===== config.mk =====
export PLATFORM = sky130hd
export DESIGN_NAME = target_byte_packer
export DESIGN_NICKNAME = d
export VERILOG_FILES = /design/src/rtl/target_byte_packer.sv
export SDC_FILE = /design/constraint.sdc
export NUM_CORES = 1
export LEC_CHECK = 0
export ABC_CLOCK_PERIOD_IN_PS = 4000
export BUFFER_PORTS_ARGS = -buffer_cell sky130_fd_sc_hd__buf_2
export CAP_MARGIN = 5
export CORE_MARGIN = 8
export CORE_UTILIZATION = 45
export CTS_CLUSTER_SIZE = 24
export DETAILED_ROUTE_END_ITERATION = 6
export PLACE_DENSITY_LB_ADDON = 0.3
export SYNTH_ARGS = -nofsm -noshare
export SYNTH_HDL_FRONTEND = slang
export SYNTH_SLANG_ARGS = --single-unit

===== constraint.sdc =====
create_clock -name log_clk -period 4 [get_ports log_clk]
set_clock_uncertainty 0.1 [all_clocks]
set_input_delay 0.4 -clock log_clk [delete_from_list [all_inputs] [get_ports log_clk]]
set_output_delay 0.4 -clock log_clk [all_outputs]
set_load 0.05 [all_outputs]

===== src/rtl/target_byte_packer.sv =====
// rtl/target_byte_packer.sv - packs right-justified variable-length byte beats into full 64-bit words
module target_byte_packer #(
    parameter int DW = 64,
    parameter int BW = DW / 8
) (
    input  logic          log_clk,
    input  logic          log_rst,
    input  logic          in_valid,
    output logic          in_ready,
    input  logic [BW-1:0] in_bus_en,
    input  logic [DW-1:0] in_data,
    input  logic          in_last,
    output logic          out_valid,
    input  logic          out_ready,
    output logic [DW-1:0] out_data,
    output logic [3:0]    out_bcnt,
    output logic          out_last
);

    localparam int RW = DW - 8;      // residue holds at most 7 bytes
    localparam int CW = DW + RW;     // residue plus one full beat

    typedef enum logic {ACC, FLUSH} state_t;

    state_t          state, state_next;
    logic [RW-1:0]   res_data, res_next;
    logic [2:0]      res_cnt, cnt_next;

    logic [3:0]      n;
    logic [DW-1:0]   byte_mask;
    logic [DW-1:0]   masked;
    logic [CW-1:0]   cat;
    logic [4:0]      t;
    logic            slot_free;
    logic            accept;

    logic            emit;
    logic [DW-1:0]   emit_data;
    logic [3:0]      emit_bcnt;
    logic            emit_last;

    // Byte count follows the highest set enable, matching the aligner's view.
    always_comb begin
        n = 4'd0;
        casez (in_bus_en)
            8'b1???????: n = 4'd8;
            8'b01??????: n = 4'd7;
            8'b001?????: n = 4'd6;
            8'b0001????: n = 4'd5;
            8'b00001???: n = 4'd4;
            8'b000001??: n = 4'd3;
            8'b0000001?: n = 4'd2;
            8'b00000001: n = 4'd1;
            default:     n = 4'd0;
        endcase
    end

    always_comb begin
        byte_mask = '0;
        for (int i = 0; i < BW; i++) begin
            byte_mask[8*i +: 8] = (n > 4'(i)) ? 8'hFF : 8'h00;
        end
    end

    assign masked    = in_data & byte_mask;
    assign cat       = ({{(CW-DW){1'b0}}, masked} << {res_cnt, 3'b000}) | {{DW{1'b0}}, res_data};
    assign t         = {2'b00, res_cnt} + {1'b0, n};
    assign slot_free = !out_valid || out_ready;
    assign in_ready  = (state == ACC) && slot_free;
    assign accept    = in_valid && in_ready;

    // Residue bytes above res_cnt are always zero, so the concatenation needs no extra masking.
    always_comb begin
        state_next = state;
        res_next   = res_data;
        cnt_next   = res_cnt;
        emit       = 1'b0;
        emit_data  = '0;
        emit_bcnt  = 4'd0;
        emit_last  = 1'b0;
        case (state)
            ACC: begin
                if (accept) begin
                    if ((t < 5'd8) && !in_last) begin
                        res_next = cat[RW-1:0];
                        cnt_next = t[2:0];
                    end else if (t <= 5'd8) begin
                        emit      = 1'b1;
                        emit_data = cat[DW-1:0];
                        emit_bcnt = t[3:0];
                        emit_last = in_last;
                        res_next  = '0;
                        cnt_next  = 3'd0;
                    end else begin
                        // t is 9..15 here, so t[2:0] equals the leftover byte count.
                        emit      = 1'b1;
                        emit_data = cat[DW-1:0];
                        emit_bcnt = 4'd8;
                        emit_last = 1'b0;
                        res_next  = cat[CW-1:DW];
                        cnt_next  = t[2:0];
                        if (in_last) begin
                            state_next = FLUSH;
                        end
                    end
                end
            end
            FLUSH: begin
                if (slot_free) begin
                    emit       = 1'b1;
                    emit_data  = {{(DW-RW){1'b0}}, res_data};
                    emit_bcnt  = {1'b0, res_cnt};
                    emit_last  = 1'b1;
                    res_next   = '0;
                    cnt_next   = 3'd0;
                    state_next = ACC;
                end
            end
            default: begin
                state_next = ACC;
            end
        endcase
    end

    always_ff @(posedge log_clk) begin
        if (log_rst) begin
            state     <= ACC;
            res_data  <= '0;
            res_cnt   <= 3'd0;
            out_valid <= 1'b0;
            out_data  <= '0;
            out_bcnt  <= 4'd0;
            out_last  <= 1'b0;
        end else begin
            state    <= state_next;
            res_data <= res_next;
            res_cnt  <= cnt_next;
            if (slot_free) begin
                out_valid <= emit;
                out_data  <= emit_data;
                out_bcnt  <= emit_bcnt;
                out_last  <= emit_last;
            end
        end
    end

endmodule

==> results of run 1 <==
==> cell families (layout without fill, tap and decap cells) <==
family / Yosys count / in the layout / share of synthesized area (%)
compound gates: 472 / 472 / 39.9
xor+xnor: 1 / 1 / 0.103
fa+ha+maj: 4 / 4 / 0.680
buf+inv: 118 / 234 / 5.62
flops: 130 / 130 / 30.7
mux: 12 / 12 / 1.42
simple gates: 388 / 388 / 21.6
==> per-layer routing <==
| layer | vias to the layer above | routed length, um | track usage, % |
|---|---|---|---|
| li1 | 4563 | - | - |
| met5 | - | 0 | 0 |
| met2 | 844 | 16500 | 47.7 |
| met3 | 134 | 5120 | 8.29 |
| met1 | 4832 | 15800 | 42.7 |
| met4 | 0 | 1760 | 15.1 |
==> worst max path at each step <==
stage	from	end	slack [ps]	cells past startpoint
floorplan	in_bus_en[7]	res_data[49]	620	12
global placement	in_bus_en[1]	res_data[12]	340	15
detailed placement	in_bus_en[1]	res_data[12]	260	15
CTS	in_bus_en[1]	res_data[12]	690	15
global route	in_bus_en[1]	res_data[13]	360	15
finish	in_bus_en[1]	res_data[9]	600	15
==> sequential cells by signal, indices dropped and copies added (netlist names) <==
name       count
out_bcnt       4
out_data      64
out_last       1
out_valid      1
res_cnt        3
res_data      56
state          1
==> power groups by stage <==
stage / combinational [mW] / clock [mW] / sequential, mW
final: 1.24 / 1.76 / 1.43
after global routing: 1.30 / 1.81 / 1.44
after CTS: 1.20 / 1.75 / 1.43
after detailed placement: 1.20 / 0 / 1.45
after global placement: 1.19 / 0 / 1.45
after floorplan: 0.625 / 0 / 1.61
==> area by class of cell <==
cell class | count | share of cell area (%)
tap | 234 | 2.91
clock buffer | 21 | 4.67
multi-input combinational | 877 | 53.8
timing repair buffer | 185 | 10.4
inverter | 17 | 0.634
clock inverter | 11 | 1.74
sequential | 130 | 25.9
==> stage by stage <==
| stage | power [mW] | cells | utilization [%] |
|---|---|---|---|
| final | 4.44 | 1475 | 54.2 |
| after global routing | 4.55 | 1475 | 54.2 |
| after CTS | 4.38 | 1475 | 54.2 |
| after detailed placement | 2.65 | 1443 | 50.7 |
| after global placement | 2.65 | 1443 | 50.7 |
| after floorplan | 2.23 | 1125 | - |
==> tightest hold or removal path, cell delays in order <==
cell                      delay [ps]
sky130_fd_sc_hd__buf_2           120
sky130_fd_sc_hd__a22oi_1          70
sky130_fd_sc_hd__nor2_1           80
==> cells in the mapped netlist (all sizes together) (3+ instances only) <==
master and count:
nand2 163, dfxtp 130, a21oi 104, nor2 84
a221oi 78, clkbuf 76, nand3 46, o21ai 43
a22oi 39, a211oi 37, a31oi 33, o22ai 32
buf 25, nor3 24, and2 17, inv 17
a221o 16, nor2b 16, and3 13, a22o 12
a32oi 12, mux2i 12, o221ai 10, o31ai 9
nand2b 8, a21o 5, a311oi 5, nor4 5
o211a 5, o21a 4, o22a 4, o311a 4
a211o 3, ha 3, o32ai 3
==> results.yml, run 1 <==
timing:
  final_max_slew_viol_count: 0
  setup_viol: 0
  fin_worst_hold_slack_ps: 187
  rsz_0062_raised_after_global_routing: "no"
  worst_slew_pin_tran_ps: 1220
  slew-limit-headroom_pct: 18.7
  finalWorstSetupSlack_ps: 605
  post-route-period-util_pct: 84.9
  period_minus_slack_ps: 3400
  max_freq_ghz: 0.295
  setup_tns_ps: 0
  timing_hold_violations_final: 0
setup_path:
  crit_path_cell_trace: "buf_2 > nand2b_1 > a21oi_1 > nor2_1 > nor2_1 > nor2_1 > nor2_1 > ha_1 > fa_1 > xor2_1 > o32a_1 > nand3_2 > nor3_1 > a221oi_1 > a211oi_1"
  buffering_stage_count_on_the_worst_path_with_inverters_included: 1
  worstReg2RegEnd: "res_data[9]"
  critical_path.slowest_cell: "sky130_fd_sc_hd__nor3_1"
  r2r_setup_slack_ps: 920
  critical-path-max-stage-delay_ps: 810
  cp_data_arrival_time_ps: 3640
  ff2ff_path_depth: 8
  crit_top_cell: "sky130_fd_sc_hd__nor2_1"
  r2r-start: "res_cnt[0]"
  required_ps: 4240
  worstSetupEndpointType: "register"
  critical-path-top-delay-family: "simple AND/OR/NAND/NOR gates"
  critPathKind: "primary input to register"
  crit_path_start_kind: "primary input"
  worstPathMaxFanout: 8
yosys:
  yosysUniqueCellTypes: 72
  yosysWarnings: 0
  number_of_synthesized_flops_with_an_enable_pin: 0
  syn_area_mm2: 0.00847
  syn-instance-count: 1125
  postSynth.topFlopCell: "sky130_fd_sc_hd__dfxtp_1"
  postSynthNetCount: 1206
  netlist_top_cells_area: "sky130_fd_sc_hd__dfxtp_1 31%, sky130_fd_sc_hd__a221oi_1 8.0%, sky130_fd_sc_hd__nand2_1 7.1%"
  yosysSeqAreaShare_pct: 30.7
  synthDominantAreaCellType: "sky130_fd_sc_hd__dfxtp_1"
  synth_largest_type_area_fraction_pct: 30.7
  postSynthAreaPerCell_um2: 7.53
  number_of_synthesized_register_bits: 130
  synthArstFlopShare_pct: 0
power_and_ir_drop:
  cell_internal_pwr_mw: 2.83
  sequentialPowerShare_pct: 32.2
  power.switching_fraction_pct: 36.2
  share_comb_of_total_power_pct: 28.0
  leakage_nw: 3.90
  p_switching_mw: 1.61
  clock_power_share_pct: 39.8
  ir_drop_mv: 0.315
  pwr_cell_area_mw_per_mm2: 440
clock_network:
  cts.clk_slew.worst_paths_ps: 60
  cts_root_buffer: "sky130_fd_sc_hd__clkbuf_16"
  postCtsSetupRepairBufs: 0
  max-clock-path-buffers: 2
  post_cts.resized_instances: 0
  h_tree_depth: 4
  clock_tree_from_tritoncts: "yes"
  cts-buffers-inserted: 17
  holdBufCountCts: 0
  clock_insertion_delay_worst_skew_ps: 430
  clkSinkCount: 130
global_routing:
  grt-ovfl-total: 0
  grt_start_max_net_pins: 63
  initial_antenna_violation_count: 0
  grt.total_usage_pct: 32.2
  first_global_vias: 9737
  grt_pass1_wl_mm: 59.4
layout:
  layout.cells.most_common_list: "161 x sky130_fd_sc_hd__nand2_1, 146 x sky130_fd_sc_hd__buf_2, 127 x sky130_fd_sc_hd__dfxtp_1, 101 x sky130_fd_sc_hd__a21oi_1, 83 x sky130_fd_sc_hd__nor2_1"
  syn2layout_area_growth_pct: 18.9
  layout_commonest_cell: "sky130_fd_sc_hd__nand2_1"
  multi_input_area_mm2: 0.00541
  drive_above_1_share_pct: 19.8
  finalInstanceArea_mm2: 0.0101
  seqCellArea_mm2: 0.00261
  antennaDiodeCount: 0
  nFillCells: 1782
  final_net_count: 1309
detailed_routing:
  route.detailed.wl_per_inst_um: 26.6
  drtIter0Drc: 1822
  drc: 0
  route.antenna.remaining_nets: 0
  dr_total_vias: 10373
  viasPerCell: 7.03
  drt_first_pass_iters: 7
  drt-total-wl_mm: 39.2
status:
  run_status: "finished clean"
worst_hold_path:
  holdPathEnd: "state"
  timing.hold.worst.start: "in_last"
  hold_path.class: "primary input to register"
  hold_depth: 3
floorplan:
  std_cell_rows: 50
  floorplan.die_area_mm2: 0.0235
  die_h_um: 153
  io_pins: 148
  die_w_um: 153
  start_util_pct: 45.6
  floorplan.core_area_mm2: 0.0186
job:
  max-cap-violations: 0
placed_design:
  dp_hpwl_mm: 28.6
  pre_cts_setup_slack_ps: 265
  place.port_buffers: 147
  placed_cell_area_mm2: 0.00943
  globalplace.congestion: 1.03
(Power assumes the default switching activity.)
==> run 2, diff against run 1 <==
ABC_CLOCK_PERIOD_IN_PS = 3050   (was 4000)
clock period = 3.05 ns   (was 4 ns; I/O delays follow)
==> results.yml, run 2 (synthesis results as in run 1) <==
timing:
  slew-limit-headroom_pct: 19.7
  final_max_slew_viol_count: 0
  setup_tns_ps: 0
  period_minus_slack_ps: 2940
  timing_hold_violations_final: 0
  setup_viol: 0
  max_freq_ghz: 0.340
  worst_slew_pin_tran_ps: 1200
  post-route-period-util_pct: 96.5
detailed_routing:
  viasPerCell: 6.88
  drc: 3
  route.detailed.wl_per_inst_um: 25.9
  drtIter0Drc: 1633
  dr_total_vias: 10686
  route.antenna.remaining_nets: 0
  drt_first_pass_iters: 7
  drt-total-wl_mm: 40.3
job:
  max-cap-violations: 0
layout:
  drive_above_1_share_pct: 25.1
  syn2layout_area_growth_pct: 26.0
  layout.cells.most_common_list: "161 x sky130_fd_sc_hd__nand2_1, 146 x sky130_fd_sc_hd__buf_2, 128 x sky130_fd_sc_hd__dfxtp_1, 115 x sky130_fd_sc_hd__buf_4, 100 x sky130_fd_sc_hd__a21oi_1"
  reg.largest.list: "out_data x64, res_data x56, out_bcnt x4"
  antennaDiodeCount: 0
  final_net_count: 1388
  number_of_flip_flops_under_the_largest_register_name: 64
  nFillCells: 1767
  layout.core_utilization_pct: 57.4
  post_layout_nonfiller_instances: 1554
  layout_commonest_cell: "sky130_fd_sc_hd__nand2_1"
  largest_register: "out_data"
status:
  failed_checks: "design-rule violations"
  run_status: "complete, but fails checks"
setup_path:
  critPathKind: "primary input to register"
  cp_data_arrival_time_ps: 3160
  worstPathMaxFanout: 6
  worstSetupEndpointType: "register"
  crit_path_start_kind: "primary input"
  required_ps: 3270
global_routing:
  grt_start_max_net_pins: 53
  grt-ovfl-total: 0
  grt.total_usage_pct: 33.3
  grt_pass1_wl_mm: 61.3
  initial_antenna_violation_count: 0
  first_global_vias: 10276
power_and_ir_drop:
  pwr_cell_area_mw_per_mm2: 544
  power.switching_fraction_pct: 36.8
  p_switching_mw: 2.13
  share_comb_of_total_power_pct: 30.2
  sequentialPowerShare_pct: 32.3
  cell_internal_pwr_mw: 3.67
  clock_power_share_pct: 37.5
  leakage_nw: 4.27
  ir_drop_mv: 0.433
floorplan:
  die_w_um: 153
  std_cell_rows: 50
  floorplan.core_area_mm2: 0.0186
  start_util_pct: 45.6
  floorplan.die_area_mm2: 0.0235
  die_h_um: 153
  io_pins: 148
placed_design:
  globalplace.congestion: 1.01
  place.port_buffers: 147
  dp_hpwl_mm: 30.2
  placed_cells_incl_taps: 1522
clock_network:
  clock_tree_from_tritoncts: "yes"
  max-clock-path-buffers: 2
  cts-buffers-inserted: 17
  holdBufCountCts: 0
  h_tree_depth: 4
  clkSinkCount: 130
  clock_insertion_delay_worst_skew_ps: 430
  cts.clk_slew.worst_paths_ps: 60
  postCtsSetupRepairBufs: 0
  cts_root_buffer: "sky130_fd_sc_hd__clkbuf_16"
worst_hold_path:
  hold_path.class: "primary input to register"
## run 2: path summary, 6_finish.rpt
check | cells past startpoint | from | slack [ps] | to
max | 15 | in_bus_en[1] | 110 | res_data[49]
min | 3 | in_data[62] | 90 | res_data[22]
max reg2reg | 8 | res_cnt[0] | 250 | res_data[49]
min reg2reg | 2 | out_data[57] | 340 | out_data[57]
## run 2: repair_timing
item	4_1_cts	5_1_grt
hold endpoints to repair	0	0
resized for setup	0	3
endpoints found under the setup margin	0	14
## run 2: final cells by class
| cell class | count | area, um2 | area share [%] |
|---|---|---|---|
| multi-input combinational | 877 | 5440 | 51.0 |
| sequential | 130 | 2610 | 24.4 |
| timing repair buffer | 264 | 1650 | 15.5 |
| clock buffer | 18 | 429 | 4.02 |
| tap | 234 | 293 | 2.75 |
| clock inverter | 14 | 179 | 1.68 |
| inverter | 17 | 63.8 | 0.598 |
## run 2: stage by stage
step / total power, mW / hold slack [ps] / cell area, um2 / worst slack, ps
6_report: 5.80 / 93.8 / 10700 / 107
5_1_grt: 5.98 / 111 / 10700 / -3.03
3_3_place_gp: 3.60 / 322 / 10000 / -286
2_1_floorplan: 2.93 / 349 / 8490 / -34.1
4_1_cts: 5.75 / 80.1 / 10700 / 56.0
3_5_place_dp: 3.60 / 329 / 10000 / -384
## run 2: layer usage
metal	global-route usage, %	wire, um	part of all wire, %	vias up
met5	0	0	0	-
met4	20.6	2470	6.1	0
met3	8.12	4740	12	165
met2	49.8	16800	42	875
met1	42.6	16200	40	4926
li1	-	-	-	4720
## run 2: worst max-delay path: stages
cell and delay (ps):
sky130_fd_sc_hd__buf_2 100, sky130_fd_sc_hd__nand2b_4 130, sky130_fd_sc_hd__a21oi_2 110, sky130_fd_sc_hd__nor2_1 50
sky130_fd_sc_hd__nor2_1 90, sky130_fd_sc_hd__nor2_1 50, sky130_fd_sc_hd__nor2_1 130, sky130_fd_sc_hd__ha_2 230
sky130_fd_sc_hd__fa_2 450, sky130_fd_sc_hd__or3_1 350, sky130_fd_sc_hd__o32a_1 200, sky130_fd_sc_hd__and4b_1 200
sky130_fd_sc_hd__and4_2 320, sky130_fd_sc_hd__a221o_1 320, sky130_fd_sc_hd__o311a_1 120
## run 2: power groups by stage
| stage | combinational, mW | sequential [mW] | clock, mW |
|---|---|---|---|
| final | 1.75 | 1.87 | 2.18 |
| after floorplan | 0.823 | 2.11 | 0 |
| after detailed placement | 1.69 | 1.91 | 0 |
| after CTS | 1.70 | 1.87 | 2.18 |
| after global routing | 1.84 | 1.88 | 2.25 |
| after global placement | 1.69 | 1.90 | 0 |
